## src/rtl/shift_rot_unit_32.sv

```systemverilog
// 32-bit barrel shifter/rotator (shl, shr, rol, ror) with a registered result.
// Optional build macro ARITH_SHIFT_EN adds port in_arith for sign-filling right shifts.

// Left rotator: five log-stages; stage gi rotates by 2**gi when amt[gi] is set.
module shift_rot_rotl_32 (
    input  logic [31:0] data,
    input  logic [4:0]  amt,
    output logic [31:0] result
);
    logic [31:0] stage [0:5];
    genvar gi;

    assign stage[0] = data;

    generate
        for (gi = 0; gi < 5; gi++) begin : g_stage
            localparam int STEP = 1 << gi;
            assign stage[gi+1] = amt[gi]
                ? {stage[gi][31-STEP:0], stage[gi][31:32-STEP]}
                : stage[gi];
        end
    endgenerate

    assign result = stage[5];
endmodule

// Right rotator: mirror image of the left rotator.
module shift_rot_rotr_32 (
    input  logic [31:0] data,
    input  logic [4:0]  amt,
    output logic [31:0] result
);
    logic [31:0] stage [0:5];
    genvar gi;

    assign stage[0] = data;

    generate
        for (gi = 0; gi < 5; gi++) begin : g_stage
            localparam int STEP = 1 << gi;
            assign stage[gi+1] = amt[gi]
                ? {stage[gi][STEP-1:0], stage[gi][31:STEP]}
                : stage[gi];
        end
    endgenerate

    assign result = stage[5];
endmodule

// Keep-mask for shifts: bit set where the rotated value survives. A count of
// 32 or more (any of y[31:5] set) clears the whole mask.
module shift_rot_mask_32 (
    input  logic [31:0] y,
    input  logic        left,
    output logic [31:0] mask
);
    logic [5:0] n_ext;
    logic       over_range;
    genvar gi;

    assign n_ext      = {1'b0, y[4:0]};
    assign over_range = |y[31:5];

    generate
        for (gi = 0; gi < 32; gi++) begin : g_bit
            localparam logic [5:0] BIT_IDX = 6'(gi);
            logic keep_left;
            logic keep_right;
            assign keep_left  = (n_ext <= BIT_IDX);
            assign keep_right = ((BIT_IDX + n_ext) <= 6'd31);
            assign mask[gi]   = ~over_range & (left ? keep_left : keep_right);
        end
    endgenerate
endmodule

module shift_rot_unit_32 (
    input  logic        in_clk,
    input  logic        in_rst,
    input  logic [31:0] in_x,
    input  logic [31:0] in_y,
    input  logic        in_left,
    input  logic        in_rot,
`ifdef ARITH_SHIFT_EN
    input  logic        in_arith,
`endif
    output logic [31:0] out
);
    logic [31:0] rotl_value;
    logic [31:0] rotr_value;
    logic [31:0] rot_value;
    logic [31:0] keep_mask;
    logic [31:0] fill_bits;
    logic [31:0] out_next;
    logic [31:0] out_reg;

    shift_rot_rotl_32 u_rotl (
        .data   (in_x),
        .amt    (in_y[4:0]),
        .result (rotl_value)
    );

    shift_rot_rotr_32 u_rotr (
        .data   (in_x),
        .amt    (in_y[4:0]),
        .result (rotr_value)
    );

    shift_rot_mask_32 u_mask (
        .y    (in_y),
        .left (in_left),
        .mask (keep_mask)
    );

    assign rot_value = in_left ? rotl_value : rotr_value;

`ifdef ARITH_SHIFT_EN
    // Vacated bits are exactly the cleared mask bits, so sign-fill is ~mask.
    assign fill_bits = (in_arith && !in_left && !in_rot)
        ? (~keep_mask & {32{in_x[31]}})
        : 32'h0;
`else
    assign fill_bits = 32'h0;
`endif

    always_comb begin
        out_next = rot_value;
        if (!in_rot) begin
            out_next = (rot_value & keep_mask) | fill_bits;
        end
    end

    always_ff @(posedge in_clk or posedge in_rst) begin
        if (in_rst) begin
            out_reg <= 32'h0;
        end else begin
            out_reg <= out_next;
        end
    end

    assign out = out_reg;
endmodule

```

## config.mk

```make
export PLATFORM = sky130hd
export DESIGN_NAME = shift_rot_unit_32
export DESIGN_NICKNAME = d
export VERILOG_FILES = /design/src/rtl/shift_rot_unit_32.sv
export SDC_FILE = /design/constraint.sdc
export NUM_CORES = 1
export LEC_CHECK = 0
export BUFFER_PORTS_ARGS = -buffer_cell sky130_fd_sc_hd__buf_4
export CORE_AREA = 2 2 109 111
export DETAILED_ROUTE_END_ITERATION = 8
export DIE_AREA = 0 0 111 113
export PLACE_DENSITY = 0.73
export SETUP_SLACK_MARGIN = 0.15
export SLEW_MARGIN = 15
export SYNTH_ARGS = -nofsm -noshare
export SYNTH_HDL_FRONTEND = slang
export SYNTH_SLANG_ARGS = --single-unit
```

## constraint.sdc

```tcl
create_clock -name in_clk -period 2 [get_ports in_clk]
set_clock_uncertainty 0.15 [all_clocks]
set_input_delay 0.2 -clock in_clk [delete_from_list [all_inputs] [get_ports in_clk]]
set_output_delay 0.2 -clock in_clk [all_outputs]
set_load 0.005 [all_outputs]
```

* After elaboration in Yosys (flattened, before gate mapping)
Index checks and enable logic that the tools add are counted.
** Storage, ports and cells
- Bits in registers :: 32
** Cells by class
- Reduce and logical (&&, ||, !) cells :: 1
- Bitwise operators :: 34
- $add $sub $neg :: 31
- Order comparisons :: 63
- Multiplexer cells :: 44
** Operator list (number)
- $mux W32 :: 12
- $le A6 B5 Y1 const B :: 31
- $add A5 B5 Y6 const A :: 16
- $le A5 B5 Y1 const B :: 16
- $add A4 B5 Y6 const A :: 8
- $le A5 B4 Y1 const B :: 8
- $and A1 B1 Y1 :: 32
- $and A32 B32 Y32 :: 1
- $mux W1 :: 32
- $reduce_or A27 Y1 :: 1
- $add A3 B5 Y6 const A :: 4
- $le A5 B3 Y1 const B :: 4
- $add A2 B5 Y6 const A :: 2
- $le A5 B1 Y1 const B :: 2
- $le A5 B2 Y1 const B :: 2
- $add A1 B5 Y6 const A :: 1
- $not A1 Y1 :: 1

* Depth between registers and ports, before layout
Gate-level depths: netlist of the first run.
- Depth in word-level cells :: 8
- Depth in mapped cells :: 11
- Mapped depth without buffers :: 7

* By module
A second synthesis of the first run with hierarchy kept.
** Second synthesis, totals
- Cell total of the unflattened synthesis :: 544
- Area, all modules :: 6338.6 um^2
** By module, submodules not included
- shift_rot_rotr_32 :: area each 1949.4 um^2, cells each 116, sequential area each 0.0 um^2, times used 1
- shift_rot_rotl_32 :: area each 1948.1 um^2, cells each 116, sequential area each 0.0 um^2, times used 1
- shift_rot_unit_32 :: area each 1448.9 um^2, cells each 136, sequential area each 800.8 um^2, times used 1
- shift_rot_mask_32 :: area each 992.2 um^2, cells each 176, sequential area each 0.0 um^2, times used 1

* Least setup slack after synthesis of the first run
No wires, ideal clock.
- Path kind :: input to register
- Start point :: input port in_y[4]
- End point :: register out_reg[15], in the netlist out[15]
- Slack :: -0.404 ns
- Setup time :: 0.125 ns
- Path buffers :: 4
- Arrival :: 2.128 ns
- Stages on the path :: 9
- Cells stage by stage :: clkbuf_1 inv_2 buf_1 clkbuf_1 buf_1 ha_1 or3_1 a31oi_1 a2111oi_0
** Between the ends
- Word-level cells in the longest chain between the ends :: 6
- Elaborated cells between the ends (all ways) :: 10
- Those cells by class :: add/sub: 1; order compare: 2; mux: 5; bitwise: 2
** RTL lines
- start: declaration :: RTL line 80 : input logic [31:0] in_y,
- $add A4 B5 Y6 :: RTL line 70 : assign keep_right = ((BIT_IDX + n_ext) <= 6'd31);
- $le A6 B5 Y1 :: RTL line 70
- $mux W1 :: RTL line 71 : assign mask[gi] = ~over_range & (left ? keep_left : keep_right);
- $and A1 B1 Y1 :: RTL line 71
- $and A32 B32 Y32 :: RTL line 128 : out_next = (rot_value & keep_mask) | fill_bits;
- $mux W32 * :: RTL line 127 : if (!in_rot) begin
- named net out_next[15] :: RTL line 93 : logic [31:0] out_next;
- end signal: assignment :: RTL line 136 : out_reg <= out_next;
- end: declaration :: RTL line 94 : logic [31:0] out_reg;
The timed path passes the listed nets; every way through them passes the cells marked *.

* Final worst setup path of the first run
- Start point :: input port in_y[0]
- End point :: register out_reg[5], in the netlist out[5]
** Between the ends
- Word-level cells in the longest chain between the ends :: 8
- Elaborated cells between the ends (all ways) :: 18
- Those cells by class :: add/sub: 1; order compare: 2; mux: 13; bitwise: 2
** RTL lines (RTL line)
- branches (longest 7 deep; another with $add A3 B5 Y6)
- $mux W32 * :: 127
- named net out_next[5] :: 93
Mark *: on every way through the listed nets, which the timed path passes.

==> flow_summary.toml, run 1 <==
[timing]
rsz0062_at_grt = "yes"
tightest_slew_ps = 467.7
hold_viol_final = 0
period_needed_ps = 2011
setup_ws_ps = -10.85
setup_violations = 2
max_freq_mhz = 497.3
slew_violations = 0
min_period_over_period_pct = 100.5
relSlewSlack_pct = 68.79

[worst_setup_path]
start_kind = "input pin"
cp.arrival_ps = 2030
max_stage_delay_ps = 520
worst-endpoint-required_ps = 2020
cp_top_family = "multiplexers"
critPathKind = "input pin to register"
path_common_cell = "mux4_2"
cp_cell_sequence = "buf_16, buf_12, mux4_2, mux2_4, mux4_2, o211a_1, a31o_1"
crit_path_top_delay_cell = "mux4_2"
endpoint_kind = "register"
critPathMaxFanout = 8
crit_buf_inv = 2
cp.depth = 7

[route]
wirelength_microns = 22080
drt_iter0_markers = 543
viasPerCell = 7.059
drtPass1Iterations = 7
postRouteAntennaNets = 0
dr_total_vias = 6325
route.detailed.drc = 0
wire_per_inst_microns = 24.64

[cts]
cts.clk_slew.worst_paths_ps = 60
numClockSinks = 32
root_buffer = "clkbuf_16"
cts_tree = "yes"
htreeDepth = 2
cts_buffer_depth = 2
cts_buffers = 5

[job]
drv_cap = 0

[synth]
yosys.area_share.simple_pct = 10.90
synth.distinct_cells = 66
synth_top_area_cell = "mux4_2"
seq_area_frac_synth_pct = 13.98
synthesis.nets = 653
synthTopCellsByArea = "mux4_2, dfrtp_1, mux2_2"
ys_ff_latch = 32
synthAdderAreaFrac_pct = 1.748
synth_mux_area_share_pct = 48.13
syn-instance-count = 577
postSynthAreaPerCell_sq_um = 9.925
synth_top_area_share_pct = 33.82
syn_area_sq_um = 5727
synth-compound-area-share_pct = 19.69
synth_edf_count = 0
ys.flop_type = "dfrtp_1"
synth_xor_area_share_pct = 0
synth_top_family_by_area = "multiplexers"
ys_async_sr_fraction_pct = 100.0
yosys_warnings = 0

[layout]
design_area_sq_um = 8335
final_layout_size_suffix_gt1_share_pct = 58.57
syn2layout_area_growth_pct = 45.55
num_antenna_cells = 0
largest_reg_flops = 32
final_util_pct = 73.95
nets = 828
num-fill-cells = 775

[global_routing]
grt_overflow = 0
grt_use_met3_pct = 5.785
track_usage_pct = 34.81
grt_pass1_vias = 6247
busiest_layer = "met2"
met2_usage_pct = 56.77
met1_usage_pct = 46.08
grt_max_degree = 44
antenna_found_initial = 0
grt_pass1_wl_microns = 34810

[pwr]
power_density_nw_per_um2 = 472.6
leakage_uw = 0.003516
peakVddDrop_mv = 0.4617
p_total_uw = 3939

[place]
dp_hpwl_microns = 16160
place_ws_ps = -506.7
postPlaceCellArea_sq_um = 7517
finalWeightedCongestion = 1.005
io_buffers = 99

[min_path]
min_from = "in_rot"
min_path_cells = 3
hp-class = "input pin to register"
hold_path_end = "out[18]"

[floorplanning]
die-area_sq_um = 12540
core_sq_um = 11270
rows = 39
die_width_microns = 111
io_pins = 100
die_h_microns = 113
start_util_pct = 50.80

[status]
violations = "setup timing"
status = "finished with violations"
-- how the worst max path moves through the flow --
stage	start	end	slack, ps
final	in_y[0]	out[5]	-10
after detailed placement	in_y[0]	out[1]	-510
after global placement	in_y[0]	out[27]	-470
after global routing	in_y[0]	out[27]	-40
after CTS	in_y[0]	out[5]	5
after floorplan	in_y[0]	out[16]	-310
-- layout by cell type, fill, tap and decap left out, types with 6 or more instances in the layout --
master / n
buf_4: 201
mux4_2: 86
nor2_1: 35
mux2_4: 34
o21ai_0: 33
dfrtp_1: 32
nand2_1: 24
a21oi_1: 24
mux2i_1: 20
buf_12: 16
mux2_2: 15
a31oi_1: 13
nor3_1: 10
nand2_2: 10
a21oi_2: 10
nand3_1: 9
o22ai_1: 8
ha_1: 8
nand2b_1: 7
o22ai_2: 7
inv_1: 6
buf_6: 6
-- synth_stat cells, drive strengths merged (3+ instances only) --
| master | number |
|---|---|
| nor4 | 6 |
| mux2 | 52 |
| ha | 8 |
| o41ai | 5 |
| o31ai | 5 |
| mux4 | 86 |
| inv | 8 |
| a211oi | 7 |
| nor3 | 12 |
| and2 | 4 |
| mux2i | 23 |
| a2111o | 3 |
| buf | 26 |
| a21oi | 34 |
| o2111ai | 5 |
| nand2 | 34 |
| o21a | 4 |
| o22a | 3 |
| o21ai | 37 |
| nand2b | 8 |
| o22ai | 16 |
| clkbuf | 40 |
| nor2b | 5 |
| nor2 | 39 |
| a21o | 4 |
| dfrtp | 32 |
| o211ai | 3 |
| nand3 | 12 |
| a31oi | 15 |
| a2bb2oi | 4 |
-- report_power, final --
group	leakage (uW)	internal (uW)	switching (uW)
sequential	0.000411	718	22.1
clock	0.0000901	656	304
combinational	0.00301	1190	1040
total	0.00352	2570	1370
-- cells by family (layout without fill, tap and decap cells) --
logic type / Yosys count / count (layout)
AND/OR/NAND/NOR: 132 / 132
adder cells (fa/ha/maj): 8 / 8
buffers and inverters: 74 / 250
AO/OA/AOI/OAI: 170 / 170
flip-flops: 32 / 32
multiplexers: 161 / 161
-- worst min-delay path: cells and delay by family --
| family | cells | cell delay (ps) |
|---|---|---|
| AOI/OAI and AO/OA | 1 | 220 |
| buffers and inverters | 2 | 240 |
-- area by class of cell --
| type | instances | area [sq um] | share of cell area (%) |
|---|---|---|---|
| clock buffer | 7 | 152.6 | 1.831 |
| timing repair buffer | 234 | 2125 | 25.49 |
| inverter | 8 | 30.03 | 0.3603 |
| sequential | 32 | 800.8 | 9.607 |
| tap | 143 | 178.9 | 2.147 |
| clock inverter | 1 | 30.03 | 0.3603 |
| multi-input combinational | 471 | 5019 | 60.21 |
-- timing repair --
action / CTS / global route
cloned: 4 / 0
resized for setup: 76 / 49
hold buffers: 1 / 0
setup endpoints to repair: 32 / 32
pin swaps: 32 / 13
hold endpoints to repair: 32 / 0
buffers inserted: 3 / 2
-- stage by stage --
step           hold slack, ps  std cells  TNS (ps)
2_1_floorplan           166.2        577     -6150
3_3_place_gp            164.9        878    -12500
3_5_place_dp            189.5        878    -13600
4_1_cts                 228.5        894         0
5_1_grt                 308.8        896    -208.8
6_report                281.8        896    -14.30
-- layer usage --
layer | part of all wire (%) | vias to the layer above
met2 | 46 | 485
met1 | 37 | 3059
met4 | 5.3 | 0
met3 | 11 | 83
met5 | 0 | -
li1 | - | 2698
(Power assumes the default switching activity.)
==> run 2, diff against run 1 <==
CORE_AREA = 2 2 122 124   (was 2 2 109 111)
CTS_CLUSTER_SIZE = 14   (was default)
DIE_AREA = 0 0 124 126   (was 0 0 111 113)
PLACE_DENSITY = 0.68   (was 0.73)
==> run 2 against run 1 <==
  * The flow still finishes with violations (setup timing)
  * Hold slack got worse by 18 ps
  * Via count is 2.1% lower
  * Total power is 7.8% lower
  * Combinational power is 6% lower
  * Highest routed layer unchanged
  * Sequential share of layout area grew 0.29 points
  * Clock-buffer cell count is the same
  * Core utilization is 17 points lower
  * Setup slack worse by 86 ps
  * First-iteration DRC count is 39% higher
  * Die area up 25%
  * Critical path type unchanged
  * Clock power decreased by 19%
  * Non-clock buffer count down 7
==> flow_summary.toml, run 2 (same netlist as run 1, synthesis figures left out) <==
[route]
route.detailed.drc = 0
wirelength_microns = 21710
drt_iter0_markers = 755
viasPerCell = 6.656
postRouteAntennaNets = 0
wire_per_inst_microns = 23.34
dr_total_vias = 6190
drtPass1Iterations = 5

[cts]
root_buffer = "clkbuf_16"
cts_buffers = 5
cts_tree = "yes"
numClockSinks = 32
htreeDepth = 2
cts_buffer_depth = 2
cts.clk_slew.worst_paths_ps = 50

[layout]
syn2layout_area_growth_pct = 41.34
num-fill-cells = 1246
final_common_cell = "buf_4"
nets = 821
most-common-layout-cells = "buf_4, mux4_2, nor2_1, o21ai_0, dfrtp_1"
largest_reg_flops = 32
final_layout_size_suffix_gt1_share_pct = 55.50
num_antenna_cells = 0
regArea_sq_um = 800.8
multi_input_area_sq_um = 4923
final_util_pct = 56.55

[worst_setup_path]
crit_path_top_delay_cell = "mux4_2"
path_common_cell = "buf_12"
cp.arrival_ps = 2120
critPathMaxFanout = 7
start_kind = "input pin"
endpoint_kind = "register"
max_stage_delay_ps = 510
cp_cell_sequence = "buf_12, buf_12, buf_12, mux4_2, mux2_4, mux4_2, o211a_1"
critPathKind = "input pin to register"
worst-endpoint-required_ps = 2020

[global_routing]
antenna_found_initial = 0
grt_pass1_vias = 6005
grt_overflow = 0
grt_max_degree = 46
track_usage_pct = 27.63
grt_pass1_wl_microns = 33600

[timing]
slew_violations = 0
tightest_slew_ps = 428.2
rsz0062_at_grt = "yes"
max_freq_mhz = 476.8
whs_ps = 264.0
setup_violations = 21
relSlewSlack_pct = 71.35
hold_viol_final = 0
min_period_over_period_pct = 104.9
period_needed_ps = 2097
setup_ws_ps = -97.24

[min_path]
hp-class = "input pin to register"

[pwr]
power_density_nw_per_um2 = 448.6
peakVddDrop_mv = 0.2326
leakage_uw = 0.003336

[floorplanning]
core_sq_um = 14310
rows = 44
die_width_microns = 124
die_h_microns = 126
start_util_pct = 40.01
io_pins = 100
die-area_sq_um = 15620

[job]
drv_cap = 0

[place]
io_buffers = 99
finalWeightedCongestion = 0.9968
dp_hpwl_microns = 16550

[status]
status = "finished with violations"
violations = "setup timing"
==> run 2: cell count changes in the layout (fill, tap and decap cells not counted), sizes merged <==
cell	previous run	this run
bufbuf	1	0
buf	232	226
bufinv	1	0
clkinvlp	0	1
==> run 2: metal layers <==
layer / wire length [microns] / up-vias / track usage [%] / share of wire (%)
li1: - / 2677 / - / -
met5: 0 / - / 0 / 0
met2: 10720 / 418 / 45.96 / 49
met1: 8371 / 3047 / 37.54 / 39
met3: 2069 / 48 / 3.533 / 9.5
met4: 540 / 0 / 8.328 / 2.5
==> run 2: worst paths after layout <==
path / start / endpoint / slack, ps / depth (start not counted)
worst max-delay path: in_y[0] / out[16] / -100 / 7
worst min-delay path: in_left / out[3] / 260 / 4
max in group asynchronous: in_rst / out[17] / 980 / 4
min in group asynchronous: in_rst / out[8] / 430 / 4
==> run 2: timing repair <==
| action | in CTS | in global routing |
|---|---|---|
| pin swaps | 21 | 12 |
| gates cloned | 1 | 0 |
| setup buffers | 8 | 4 |
| hold endpoints to repair | 32 | 0 |
| setup endpoints to repair | 32 | 32 |
| hold buffers | 1 | 0 |
| gates resized for setup | 62 | 28 |
==> run 2: worst max-delay path, delay by kind of cell <==
family          cells  cell delay [ps]
mux                 3             1300
buf+inv             3              400
compound gates      1              230
==> run 2: report_power, final <==
part | switching (uW) | internal, uW
Sequential | 22.3 | 719
Clock | 286 | 495
Combinational | 996 | 1110
Total | 1300 | 2330
==> run 2: area by class of cell <==
type                    instances  area share (%)
inverters                       8          0.3710
clock inverters                 1         0.09275
flip-flops and latches         32           9.893
repair buffers                227           24.21
multi-input cells             471           60.83
well taps                     184           2.844
clock buffers                   7           1.762
==> run 2: through the flow <==
| step | setup slack (ps) | TNS (ps) | power [uW] | instances | instance area (sq um) |
|---|---|---|---|---|---|
| 2_1_floorplan | -311.6 | -6150 | 1881 | 577 | 5836 |
| 3_3_place_gp | -463.0 | -11330 | 2630 | 908 | 7461 |
| 3_5_place_dp | -482.9 | -11830 | 2660 | 908 | 7461 |
| 4_1_cts | -76.22 | -548.4 | 3553 | 926 | 7938 |
| 5_1_grt | -134.9 | -2181 | 3810 | 930 | 8094 |
| 6_report | -97.24 | -1080 | 3631 | 930 | 8094 |
